## src/rtl/instrumented_adder_sequencer.sv

```systemverilog
// Measurement initiator for the instrumented adder: drives operands, closes the ring,
// counts synchronised rising edges of chain_in over a fixed window and hands the count out.
module instrumented_adder_sequencer #(
    parameter int unsigned WIDTH         = 32,
    parameter int unsigned CNT_W         = 32,
    parameter int unsigned WIN_W         = 16,
    parameter int unsigned SETTLE_CYCLES = 4,
    parameter int unsigned SYNC_STAGES   = 2
) (
    input  logic             wb_clk_i,
    input  logic             wb_rst_n,
    input  logic             start,
    input  logic             abort,
    input  logic [WIDTH-1:0] a_operand,
    input  logic [WIDTH-1:0] b_operand,
    input  logic [WIN_W-1:0] window_len,
    input  logic             chain_in,
    output logic [WIDTH-1:0] adder_a,
    output logic [WIDTH-1:0] adder_b,
    output logic             ring_en,
    output logic             busy,
    output logic [CNT_W-1:0] result,
    output logic             result_ovf,
    output logic             result_valid,
    input  logic             result_ready
);

    typedef enum logic [2:0] {IDLE, SETTLE, COUNT, DRAIN, HOLD} state_t;

    state_t                 state_q;
    logic [WIN_W-1:0]       timer_q;
    logic [WIN_W-1:0]       win_len_q;
    logic [WIDTH-1:0]       adder_a_q;
    logic [WIDTH-1:0]       adder_b_q;
    logic                   ring_en_q;
    logic                   busy_q;
    logic                   result_valid_q;
    logic                   result_ovf_q;
    logic [CNT_W-1:0]       result_q;
    logic [CNT_W-1:0]       cnt_q;
    logic [CNT_W-1:0]       cnt_d;
    logic                   cnt_ovf_q;
    logic                   cnt_ovf_d;
    logic [SYNC_STAGES-1:0] sync_q;
    logic [SYNC_STAGES-1:0] en_pipe_q;
    logic                   prev_q;
    logic                   rise;
    logic                   count_en;
    logic                   accept;

    assign accept   = (state_q == IDLE) && start && !abort;
    assign rise     = sync_q[SYNC_STAGES-1] && !prev_q;
    assign count_en = rise && en_pipe_q[SYNC_STAGES-1] &&
                      ((state_q == COUNT) || (state_q == DRAIN));

    // en_pipe delays the COUNT window by the synchroniser depth, so exactly the chain
    // samples taken during COUNT are counted, the tail of them emerging during DRAIN.
    always_ff @(posedge wb_clk_i or negedge wb_rst_n) begin
        if (!wb_rst_n) begin
            sync_q    <= '0;
            prev_q    <= 1'b0;
            en_pipe_q <= '0;
        end else begin
            sync_q <= {sync_q[SYNC_STAGES-2:0], chain_in};
            prev_q <= sync_q[SYNC_STAGES-1];
            if (abort) begin
                en_pipe_q <= '0;
            end else begin
                en_pipe_q <= {en_pipe_q[SYNC_STAGES-2:0], state_q == COUNT};
            end
        end
    end

    always_comb begin
        cnt_d     = cnt_q;
        cnt_ovf_d = cnt_ovf_q;
        if (accept) begin
            cnt_d     = '0;
            cnt_ovf_d = 1'b0;
        end else if (count_en) begin
            if (&cnt_q) begin
                cnt_ovf_d = 1'b1;
            end else begin
                cnt_d = cnt_q + CNT_W'(1);
            end
        end
    end

    always_ff @(posedge wb_clk_i or negedge wb_rst_n) begin
        if (!wb_rst_n) begin
            cnt_q     <= '0;
            cnt_ovf_q <= 1'b0;
        end else begin
            cnt_q     <= cnt_d;
            cnt_ovf_q <= cnt_ovf_d;
        end
    end

    always_ff @(posedge wb_clk_i or negedge wb_rst_n) begin
        if (!wb_rst_n) begin
            state_q        <= IDLE;
            timer_q        <= '0;
            win_len_q      <= '0;
            adder_a_q      <= '0;
            adder_b_q      <= '0;
            ring_en_q      <= 1'b0;
            busy_q         <= 1'b0;
            result_valid_q <= 1'b0;
            result_ovf_q   <= 1'b0;
            result_q       <= '0;
        end else if (abort && (state_q != IDLE)) begin
            state_q        <= IDLE;
            ring_en_q      <= 1'b0;
            busy_q         <= 1'b0;
            result_valid_q <= 1'b0;
        end else begin
            case (state_q)
                IDLE: begin
                    if (accept) begin
                        adder_a_q <= a_operand;
                        adder_b_q <= b_operand;
                        win_len_q <= window_len;
                        ring_en_q <= 1'b1;
                        busy_q    <= 1'b1;
                        timer_q   <= WIN_W'(SETTLE_CYCLES - 1);
                        state_q   <= SETTLE;
                    end
                end
                SETTLE: begin
                    if (timer_q == '0) begin
                        if (win_len_q == '0) begin
                            ring_en_q <= 1'b0;
                            timer_q   <= WIN_W'(SYNC_STAGES - 1);
                            state_q   <= DRAIN;
                        end else begin
                            timer_q <= win_len_q - WIN_W'(1);
                            state_q <= COUNT;
                        end
                    end else begin
                        timer_q <= timer_q - WIN_W'(1);
                    end
                end
                COUNT: begin
                    if (timer_q == '0) begin
                        ring_en_q <= 1'b0;
                        timer_q   <= WIN_W'(SYNC_STAGES - 1);
                        state_q   <= DRAIN;
                    end else begin
                        timer_q <= timer_q - WIN_W'(1);
                    end
                end
                DRAIN: begin
                    if (timer_q == '0) begin
                        state_q <= HOLD;
                    end else begin
                        timer_q <= timer_q - WIN_W'(1);
                    end
                end
                HOLD: begin
                    // First HOLD cycle loads the settled count; the handshake follows.
                    if (!result_valid_q) begin
                        result_q       <= cnt_q;
                        result_ovf_q   <= cnt_ovf_q;
                        result_valid_q <= 1'b1;
                    end else if (result_ready) begin
                        result_valid_q <= 1'b0;
                        busy_q         <= 1'b0;
                        state_q        <= IDLE;
                    end
                end
                default: begin
                    state_q   <= IDLE;
                    ring_en_q <= 1'b0;
                    busy_q    <= 1'b0;
                end
            endcase
        end
    end

    assign adder_a      = adder_a_q;
    assign adder_b      = adder_b_q;
    assign ring_en      = ring_en_q;
    assign busy         = busy_q;
    assign result       = result_q;
    assign result_ovf   = result_ovf_q;
    assign result_valid = result_valid_q;

endmodule

```

## config.mk

```make
export PLATFORM = sky130hd
export DESIGN_NAME = instrumented_adder_sequencer
export DESIGN_NICKNAME = d
export VERILOG_FILES = /design/src/rtl/instrumented_adder_sequencer.sv
export SDC_FILE = /design/constraint.sdc
export NUM_CORES = 1
export LEC_CHECK = 0
export ABC_AREA = 0
export BUFFER_PORTS_ARGS = -buffer_cell sky130_fd_sc_hd__clkbuf_2
export CAP_MARGIN = 20
export CORE_MARGIN = 1.5
export CORE_UTILIZATION = 45
export DETAILED_ROUTE_END_ITERATION = 10
export PLACE_DENSITY_LB_ADDON = 0.05
export REMOVE_ABC_BUFFERS = 1
export SETUP_SLACK_MARGIN = 0.2
export SYNTH_ARGS = -nofsm -noshare
export SYNTH_HDL_FRONTEND = slang
export SYNTH_SLANG_ARGS = --single-unit
export TNS_END_PERCENT = 10
```

## constraint.sdc

```tcl
create_clock -name wb_clk_i -period 2.9 [get_ports wb_clk_i]
set_input_delay 0.58 -clock wb_clk_i [delete_from_list [all_inputs] [get_ports wb_clk_i]]
set_output_delay 0.58 -clock wb_clk_i [all_outputs]
set_load 0.01 [all_outputs]
```

==> metrics.txt, run 1 <==
CTS H-tree lvls 4; worst-case vdd ir drop 0.491 mV; P per Cell Area 950 mW/mm^2; DRT Pass-1 Iters 5; Static Leak 4.91 nW; CP max stage delay 620 ps; diode count 0; headroom to the max-slew limit 0.557; post-synthesis adder-cell area fraction 0.00784; Final Hold Viols 0; die height 136 um; die area 0.0185 mm^2; Setup-failing EPs final 0; Hold Crit Class in -> async; post-synthesis compound-gate area fraction 0.100; row count 48; Setup crit start kind flop; area grow syn2layout 24.3%; P_sw 3.49 mW; crit path time final 2650 ps; Synth Warn # 0; sequential fraction of the synthesis area 0.543; fmax 377 MHz; Total Routing Usage GR 0.233; Crit Path Class reg -> reg; largest net degree at the start of global routing 113; fillers 1589; antenna violations before repair 0; clock power share 0.269; TritonCTS clock tree yes; cell count after synthesis 847; Critical Path Sink Type flop; DP Wirelength 14.2 mm; Mean Syn Cell Area 9.42 um^2; Slew @ Worst Pin 664 ps; endpoint arrival time on the critical path 2960 ps; Slew Limit Fails 0; Root Driver clkbuf_16; Starting Density 0.461; fraction of layout cells with a size suffix above 1 0.277; global placement routability congestion 0.836; Post-synth EDFFs 0; MaxCap Viol Count 0; Worst path slowest cell or4b_2; XOR/XNOR Fraction of Synth Area 0.0198; Most used DFF post-synth dfrtp_1; worst-path fanout max 13; Seq pwr share 0.402; clk_skew 12.2 ps; Post-Synth Simple-Gate Area 0.253; post-route ant nets 0; clock latency at the later pin of the worst-skew pair 430 ps; DRT Wirelength 20.5 mm; library cells used by synthesis 53; cts bufs inserted 17; grt ovf 0; fin crit share 0.915; Int Pwr 5.93 mW; global-route wire length before repair 33.7 mm; # port buffers 185; cell area after synthesis 0.00798 mm^2; Logic pwr share 0.329; RSZ-0062 raised after global routing true; Clock Tree Buf Depth 2; DR vias/cell 5.31; core area 0.0173 mm^2; Post-layout nets 1119; drt wl/cell 16.2 um; cell breakdown of the critical path inv_1, ha_1, or4b_2, or4_4, o31a_4, a221o_1; CTS sink count 173; clock-pin slew on the worst setup and hold paths 70 ps; # IOs 186; Iteration-0 DRC Markers 442; #FFs+latches synth 173; status complete, no violations; fin util 0.573; # DRC 0; Synth async-reset ratio 1.00; DR vias 6718; main combinational cell family by area after synthesis simple AND/OR/NAND/NOR gates; switching share of power 0.370; Worst Path Required 3210 ps; Pwr Total 9.42 mW; Die X 136 um; vias in the first global route 6533; post-synthesis mux area share 0.0503; hold buffers post-CTS 0
synth_stat cells (all sizes together) (2+ instances only):
| library cell | instances | area, um^2 |
|---|---|---|
| o21ai | 40 | 200 |
| o2111ai | 4 | 35.0 |
| xor2 | 7 | 61.3 |
| or4b | 3 | 30.0 |
| mux2i | 3 | 30.0 |
| mux2 | 33 | 372 |
| or3 | 17 | 106 |
| a21boi | 2 | 15.0 |
| clkbuf | 40 | 150 |
| and3 | 4 | 25.0 |
| or4 | 17 | 128 |
| o31a | 4 | 35.0 |
| ha | 5 | 62.6 |
| nor3 | 19 | 95.1 |
| o31ai | 12 | 95.1 |
| nor3b | 2 | 15.0 |
| inv | 9 | 33.8 |
| or2 | 4 | 25.0 |
| and4 | 5 | 43.8 |
| nor2 | 31 | 116 |
| xnor2 | 11 | 96.3 |
| a21oi | 31 | 159 |
| nor4 | 17 | 106 |
| o211ai | 4 | 30.0 |
| o22ai | 7 | 43.8 |
| dfrtp | 173 | 4330 |
| nand3b | 2 | 15.0 |
| a22o | 9 | 78.8 |
| nand3 | 20 | 100 |
| nor4b | 2 | 23.8 |
| buf | 4 | 26.3 |
| or3b | 2 | 17.5 |
| a221o | 2 | 20.0 |
| nand2 | 266 | 998 |
| nand4b | 4 | 35.0 |
| nand4 | 16 | 100 |
| o21a | 2 | 15.0 |
| nor2b | 4 | 25.0 |
layer usage:
| metal | global-route usage | share of wire | wire length (um) | vias up |
|---|---|---|---|---|
| met5 | 0 | 0 | 0 | - |
| met2 | 0.369 | 0.47 | 9530 | 196 |
| li1 | - | - | - | 3322 |
| met1 | 0.309 | 0.46 | 9310 | 3181 |
| met3 | 0.0731 | 0.067 | 1360 | 19 |
| met4 | 0.0615 | 0.012 | 252 | 0 |
power groups by stage:
stage / logic (mW) / registers (mW) / clock network (mW)
global route: 3.49 / 3.90 / 2.68
global placement: 3.09 / 3.81 / 0
detailed placement: 3.11 / 3.80 / 0
CTS: 3.11 / 3.79 / 2.58
floorplan: 1.61 / 3.97 / 0
finish: 3.10 / 3.79 / 2.53
through the flow:
step	cells	worst slack [ps]	setup TNS [ps]	hold WS, ps	area (um^2)
floorplan	803	-4170	-426350	284	7800
global placement	1234	138	0	334	9240
detailed placement	1234	102	0	340	9240
CTS	1266	192	0	185	9900
global route	1266	152	0	202	9910
finish	1266	248	0	155	9910
logic make-up (layout without fill, tap and decap cells):
logic type | count (synthesis) | after routing
multiplexers | 36 | 36
XOR/XNOR | 18 | 18
buffers and inverters | 53 | 247
flip-flops | 173 | 173
adder cells (fa/ha/maj) | 5 | 5
AO/OA/AOI/OAI | 125 | 125
AND/OR/NAND/NOR | 437 | 437
repair_timing:
item,CTS,global route
resized for setup,2,4
setup endpoints to repair,3,15
buffers inserted,0,0
placed cells by master (no fill, tap or decap), drive strengths merged, types with 3 or more instances in the layout:
cell / instances
xnor2: 11
o21ai: 40
nor2b: 4
or2: 4
o31ai: 12
dfrtp: 173
buf: 22
nor4: 17
ha: 5
or4b: 3
and4: 5
nand3: 20
o211ai: 4
o31a: 4
nor3: 19
nand2: 266
bufinv: 4
mux2i: 3
mux2: 33
and3: 4
inv: 16
o22ai: 7
o2111ai: 4
a22o: 9
or4: 17
xor2: 7
a21oi: 31
nand4b: 4
or3: 17
nand4: 16
clkbuf: 202
nor2: 31
critical path: cells and delay by family, from the launching register on:
| family | cells | cell delay (ps) |
|---|---|---|
| and+or+nand+nor | 2 | 1110 |
| AOI/OAI and AO/OA | 2 | 770 |
| DFF | 1 | 410 |
| adders and majority gates | 1 | 150 |
| buffers and inverters | 1 | 110 |
flip-flops by register name (all words and copies together), names as in the netlist:
register	count
state_q	3
timer_q	16
result	32
ring_en	1
win_len_q	16
adder_a	32
result_ovf	1
cnt_ovf_q	1
busy	1
cnt_q	32
en_pipe_q	2
prev_q	1
result_valid	1
sync_q	2
adder_b	32
final timing paths:
path / start / endpoint / slack, ps / cells past startpoint
min: wb_rst_n / timer_q[9] / 160 / 1
min reg2reg: sync_q[0] / sync_q[1] / 370 / 0
min in group wb_clk_i: chain_in / sync_q[0] / 260 / 1
max reg2reg: timer_q[0] / timer_q[5] / 250 / 6
max: timer_q[0] / timer_q[5] / 250 / 6
max in group asynchronous: wb_rst_n / adder_b[18] / 2040 / 2
layout make-up:
cell class	instances	area, um^2	area share
inverter	9	33.8	0.00341
multi-input combinational	621	3480	0.351
timing repair buffer	206	1140	0.115
sequential	173	4330	0.437
tap	225	282	0.0284
clock inverter	14	220	0.0222
clock buffer	18	429	0.0433
Power figures use the tool's default switching activity.
==> run 2: changes to the inputs <==
==> constraint.sdc (replaced) <==
create_clock -name wb_clk_i -period 2.9 [get_ports wb_clk_i]
set_input_delay 0.29 -clock wb_clk_i [delete_from_list [all_inputs] [get_ports wb_clk_i]]
set_output_delay 0.29 -clock wb_clk_i [all_outputs]
set_load 0.01 [all_outputs]
==> metrics.txt, run 2 (synthesis gave the netlist of run 1 again) <==
status complete, no violations; Die X 136 um; fmax 381 MHz; Worst path slowest cell or4_4; drt wl/cell 16.1 um; core area 0.0173 mm^2; antenna violations before repair 0; fin util 0.569; Starting Density 0.461; clock latency at the later pin of the worst-skew pair 430 ps; Slew @ Worst Pin 966 ps; # port buffers 185; post-route ant nets 0; DRT Wirelength 20.4 mm; fraction of layout cells with a size suffix above 1 0.278; CP max stage delay 590 ps; Post-layout nets 1124; M3 GR Usage 0.0634; DR vias 6760; commonest non-fill, non-tap cell in the layout nand2_1; Post-Layout Cell Count 1270; CTS H-tree lvls 4; cts bufs inserted 17; global placement routability congestion 0.880; DR vias/cell 5.32; area grow syn2layout 23.4%; MaxCap Viol Count 0; Iteration-0 DRC Markers 410; P_sw 3.46 mW; DP Wirelength 14.2 mm; P per Cell Area 921 mW/mm^2; Seq pwr share 0.418; Worst Path Required 3200 ps; switching share of power 0.381; clock-pin slew on the worst setup and hold paths 70 ps; hold path cells 3; diode count 0; Root Driver clkbuf_16; # placed instances 1235; RSZ-0062 raised after global routing false; CTS sink count 173; Design Area, Final 0.00985 mm^2; # DRC 0; endpoint arrival time on the critical path 2930 ps; fin crit share 0.905; most frequent cells in the layout nand2_1 (266), clkbuf_2 (184), dfrtp_1 (173); met2 usage 0.356; largest net degree at the start of global routing 86; Critical Path Sink Type flop; vias in the first global route 6535; crit path time final 2630 ps; met1 Use GR 0.323; Static Leak 4.87 nW; r2r worst-path depth 7; Clock Tree Buf Depth 2; TritonCTS clock tree yes; grt ovf 0; CP Depth 7; WP buf/inv 2; Logic pwr share 0.346; global-route wire length before repair 34.0 mm; die area 0.0185 mm^2; die height 136 um; Total Routing Usage GR 0.234; clk_skew 19.7 ps; clock power share 0.236; DRT Pass-1 Iters 4; row count 48; cell breakdown of the critical path inv_2, ha_1, or4b_4, or4_4, o31a_1, buf_4, a22o_1; Final Hold Viols 0; Most Crowded Layer GR met2; Crit Path Class reg -> reg; Setup crit start kind flop; Setup-failing EPs final 0; Int Pwr 5.61 mW; # IOs 186; worst-case vdd ir drop 0.422 mV; Slew Limit Fails 0; Hold WS 38.8 ps; Placed Area 0.00925 mm^2; Hold Crit Class in -> reg; worst-path fanout max 8; headroom to the max-slew limit 0.356; family with the most delay on the worst path simple AND/OR/NAND/NOR gates
==> run 2: power groups by stage <==
stage | logic [mW] | clock network (mW) | registers, mW
after global routing | 3.53 | 2.29 | 3.91
after global placement | 3.10 | 0 | 3.81
after detailed placement | 3.12 | 0 | 3.80
after CTS | 3.12 | 2.19 | 3.79
after floorplan | 1.61 | 0 | 3.97
final | 3.14 | 2.14 | 3.79
==> run 2: metrics by stage <==
step	TNS (ps)	setup WS [ps]	power [mW]
3_5_place_dp	0	159	6.92
5_1_grt	0	205	9.72
3_3_place_gp	0	172	6.91
4_1_cts	0	130	9.10
6_report	0	275	9.07
2_1_floorplan	-426310	-4170	5.58
==> run 2: area by class of cell <==
cell class	count	area, um^2
Fill cell	1619	7450
Sequential cell	173	4330
Multi-Input combinational cell	621	3470
Timing Repair Buffer	211	1180
Clock buffer	18	439
Tap cell	225	282
Clock inverter	13	106
Inverter	9	33.8
==> run 2: worst register-to-register path, delay by kind of cell (launching register included) <==
kind,cells,cell delay [ps]
AND/OR/NAND/NOR,2,1070
buffers and inverters,2,260
AO/OA/AOI/OAI,2,620
adder cells (fa/ha/maj),1,130
flip-flops,1,430
==> run 2: layer usage <==
layer	wire (um)	vias to the layer above
li1	-	3330
met1	9470	3224
met2	9300	180
met3	1240	26
met4	389	0
met5	0	-
==> run 2: worst paths after layout <==
path	start	slack [ps]	endpoint
max reg2reg	timer_q[1]	270	timer_q[15]
max in group asynchronous	wb_rst_n	1810	result[6]
min reg2reg	sync_q[0]	390	sync_q[1]
min in group asynchronous	wb_rst_n	390	win_len_q[5]
max	timer_q[1]	270	timer_q[15]
min	a_operand[0]	40	adder_a[0]
==> run 2: repair_timing <==
item | CTS | global route
setup buffers | 0 | 2
resized for setup | 0 | 6
gates cloned | 0 | 0
hold buffers | 2 | 0
hold endpoints to repair | 53 | 0
pin swaps | 1 | 2
setup endpoints to repair | 13 | 16
==> run 3: changes to the inputs <==
CORE_UTILIZATION = 54   (was 45)
==> metrics.txt, run 3 (synthesis gave the netlist of run 1 again) <==
status complete, no violations; CTS H-tree lvls 4; MaxCap Viol Count 0; CTS sink count 173; # IOs 186; CP Depth 6; cts bufs inserted 17; Worst path slowest cell or4b_2; family with the most delay on the worst path simple AND/OR/NAND/NOR gates; die height 125 um; crit path time final 2690 ps; # DRC 0; clk_skew 8.38 ps; clock latency at the later pin of the worst-skew pair 430 ps; vias in the first global route 6652; global placement routability congestion 0.881; endpoint arrival time on the critical path 3000 ps; Setup-failing EPs final 0; row count 44; P per Cell Area 942 mW/mm^2; Critical Path Sink Type flop; Slew @ Worst Pin 705 ps; Logic pwr share 0.340; clock power share 0.250; # placed instances 1192; diode count 0; core area 0.0145 mm^2; fmax 372 MHz; CP max stage delay 630 ps; r2r worst-path depth 6; Setup crit start kind flop; P_sw 3.47 mW; clock-pin slew on the worst setup and hold paths 70 ps; Placed Area 0.00918 mm^2; Total Routing Usage GR 0.269; area of the multi-input gates 0.00347 mm^2; global-route wire length before repair 33.6 mm; register area 0.00433 mm^2; Final Hold Viols 0; commonest non-fill, non-tap cell in the layout nand2_1; pre-CTS setup slack 183 ps; TritonCTS clock tree yes; grt ovf 0; RSZ-0062 raised after global routing true; Root Driver clkbuf_16; Starting Density 0.551; Iteration-0 DRC Markers 541; Post-Layout Cell Count 1226; largest net degree at the start of global routing 113; area grow syn2layout 23.0%; Slew Limit Fails 0; headroom to the max-slew limit 0.530; # port buffers 185; worst-path fanout max 13; Fin Setup TNS 0 ps; Seq pwr share 0.410; cell breakdown of the critical path inv_1, ha_1, or4b_2, or4_4, o31a_2, a221o_1; fin crit share 0.927; switching share of power 0.375; DP Wirelength 14.0 mm; Die X 125 um; most frequent cells in the layout nand2_1 (266), clkbuf_2 (184), dfrtp_1 (173); drt wl/cell 16.6 um; Post-layout nets 1120; worst-case vdd ir drop 0.537 mV; antenna violations before repair 0; hold path cells 3; Hold Crit Class in -> reg; fillers 1209; DRT Wirelength 20.4 mm; fraction of layout cells with a size suffix above 1 0.276; Design Area, Final 0.00981 mm^2; Int Pwr 5.77 mW; final worst slack 213 ps; DRT Pass-1 Iters 5; postcts setup bufs 0; DR vias/cell 5.67; Static Leak 4.89 nW; WP buf/inv 1; Clock Tree Buf Depth 2; Crit Path Class reg -> reg; die area 0.0155 mm^2; DR vias 6953; post-route ant nets 0; Worst Path Required 3220 ps
[run 3: final cells by class]
cell class	count	share of cell area
inverter	9	0.00344
multi-input combinational	621	0.354
clock buffer	18	0.0448
clock inverter	14	0.0159
timing repair buffer	207	0.117
sequential	173	0.441
tap	184	0.0235
[run 3: final timing paths]
| check | slack [ps] | end | from |
|---|---|---|---|
| worst max-delay path | 210 | timer_q[8] | timer_q[0] |
| worst min-delay path | 40 | adder_a[21] | a_operand[21] |
| worst max register to register | 210 | timer_q[8] | timer_q[0] |
| worst min register to register | 390 | sync_q[1] | sync_q[0] |
| max in group asynchronous | 1750 | result[14] | wb_rst_n |
| min in group asynchronous | 430 | timer_q[10] | wb_rst_n |
[run 3: routing by layer]
| layer | track usage | part of all wire | up-vias |
|---|---|---|---|
| met5 | 0 | 0 | - |
| met4 | 0.0669 | 0.018 | 0 |
| met2 | 0.435 | 0.48 | 236 |
| met3 | 0.0760 | 0.063 | 29 |
| li1 | - | - | 3314 |
| met1 | 0.362 | 0.44 | 3374 |
[run 3: worst reg2reg max path: cells and delay by family (launching register included)]
kind / cells / cell delay, ps
flip-flops: 1 / 420
AO/OA/AOI/OAI: 2 / 830
adder cells (fa/ha/maj): 1 / 150
AND/OR/NAND/NOR: 2 / 1070
buffers and inverters: 1 / 110
[run 3: timing repair]
action                                  CTS  global route
endpoints found under the setup margin    2            13
pin swaps                                 0             0
endpoints found under the hold margin    75             0
gates resized for setup                   1             2
hold buffers                              2             0
cloned                                    0             0
[run 3: through the flow]
stage | hold slack (ps) | utilization | power (mW)
final | 44.2 | 0.678 | 9.24
after global routing | 35.7 | 0.678 | 9.83
after global placement | 352 | 0.634 | 6.88
after CTS | 37.2 | 0.677 | 9.25
after floorplan | -5.59 | - | 5.58
after detailed placement | 356 | 0.634 | 6.91
[run 3: power by group through the flow]
stage | logic, mW | registers (mW) | clock network (mW)
final | 3.14 | 3.78 | 2.31
after global routing | 3.49 | 3.89 | 2.45
after CTS | 3.13 | 3.78 | 2.34
after detailed placement | 3.13 | 3.79 | 0
after global placement | 3.09 | 3.79 | 0
after floorplan | 1.61 | 3.97 | 0
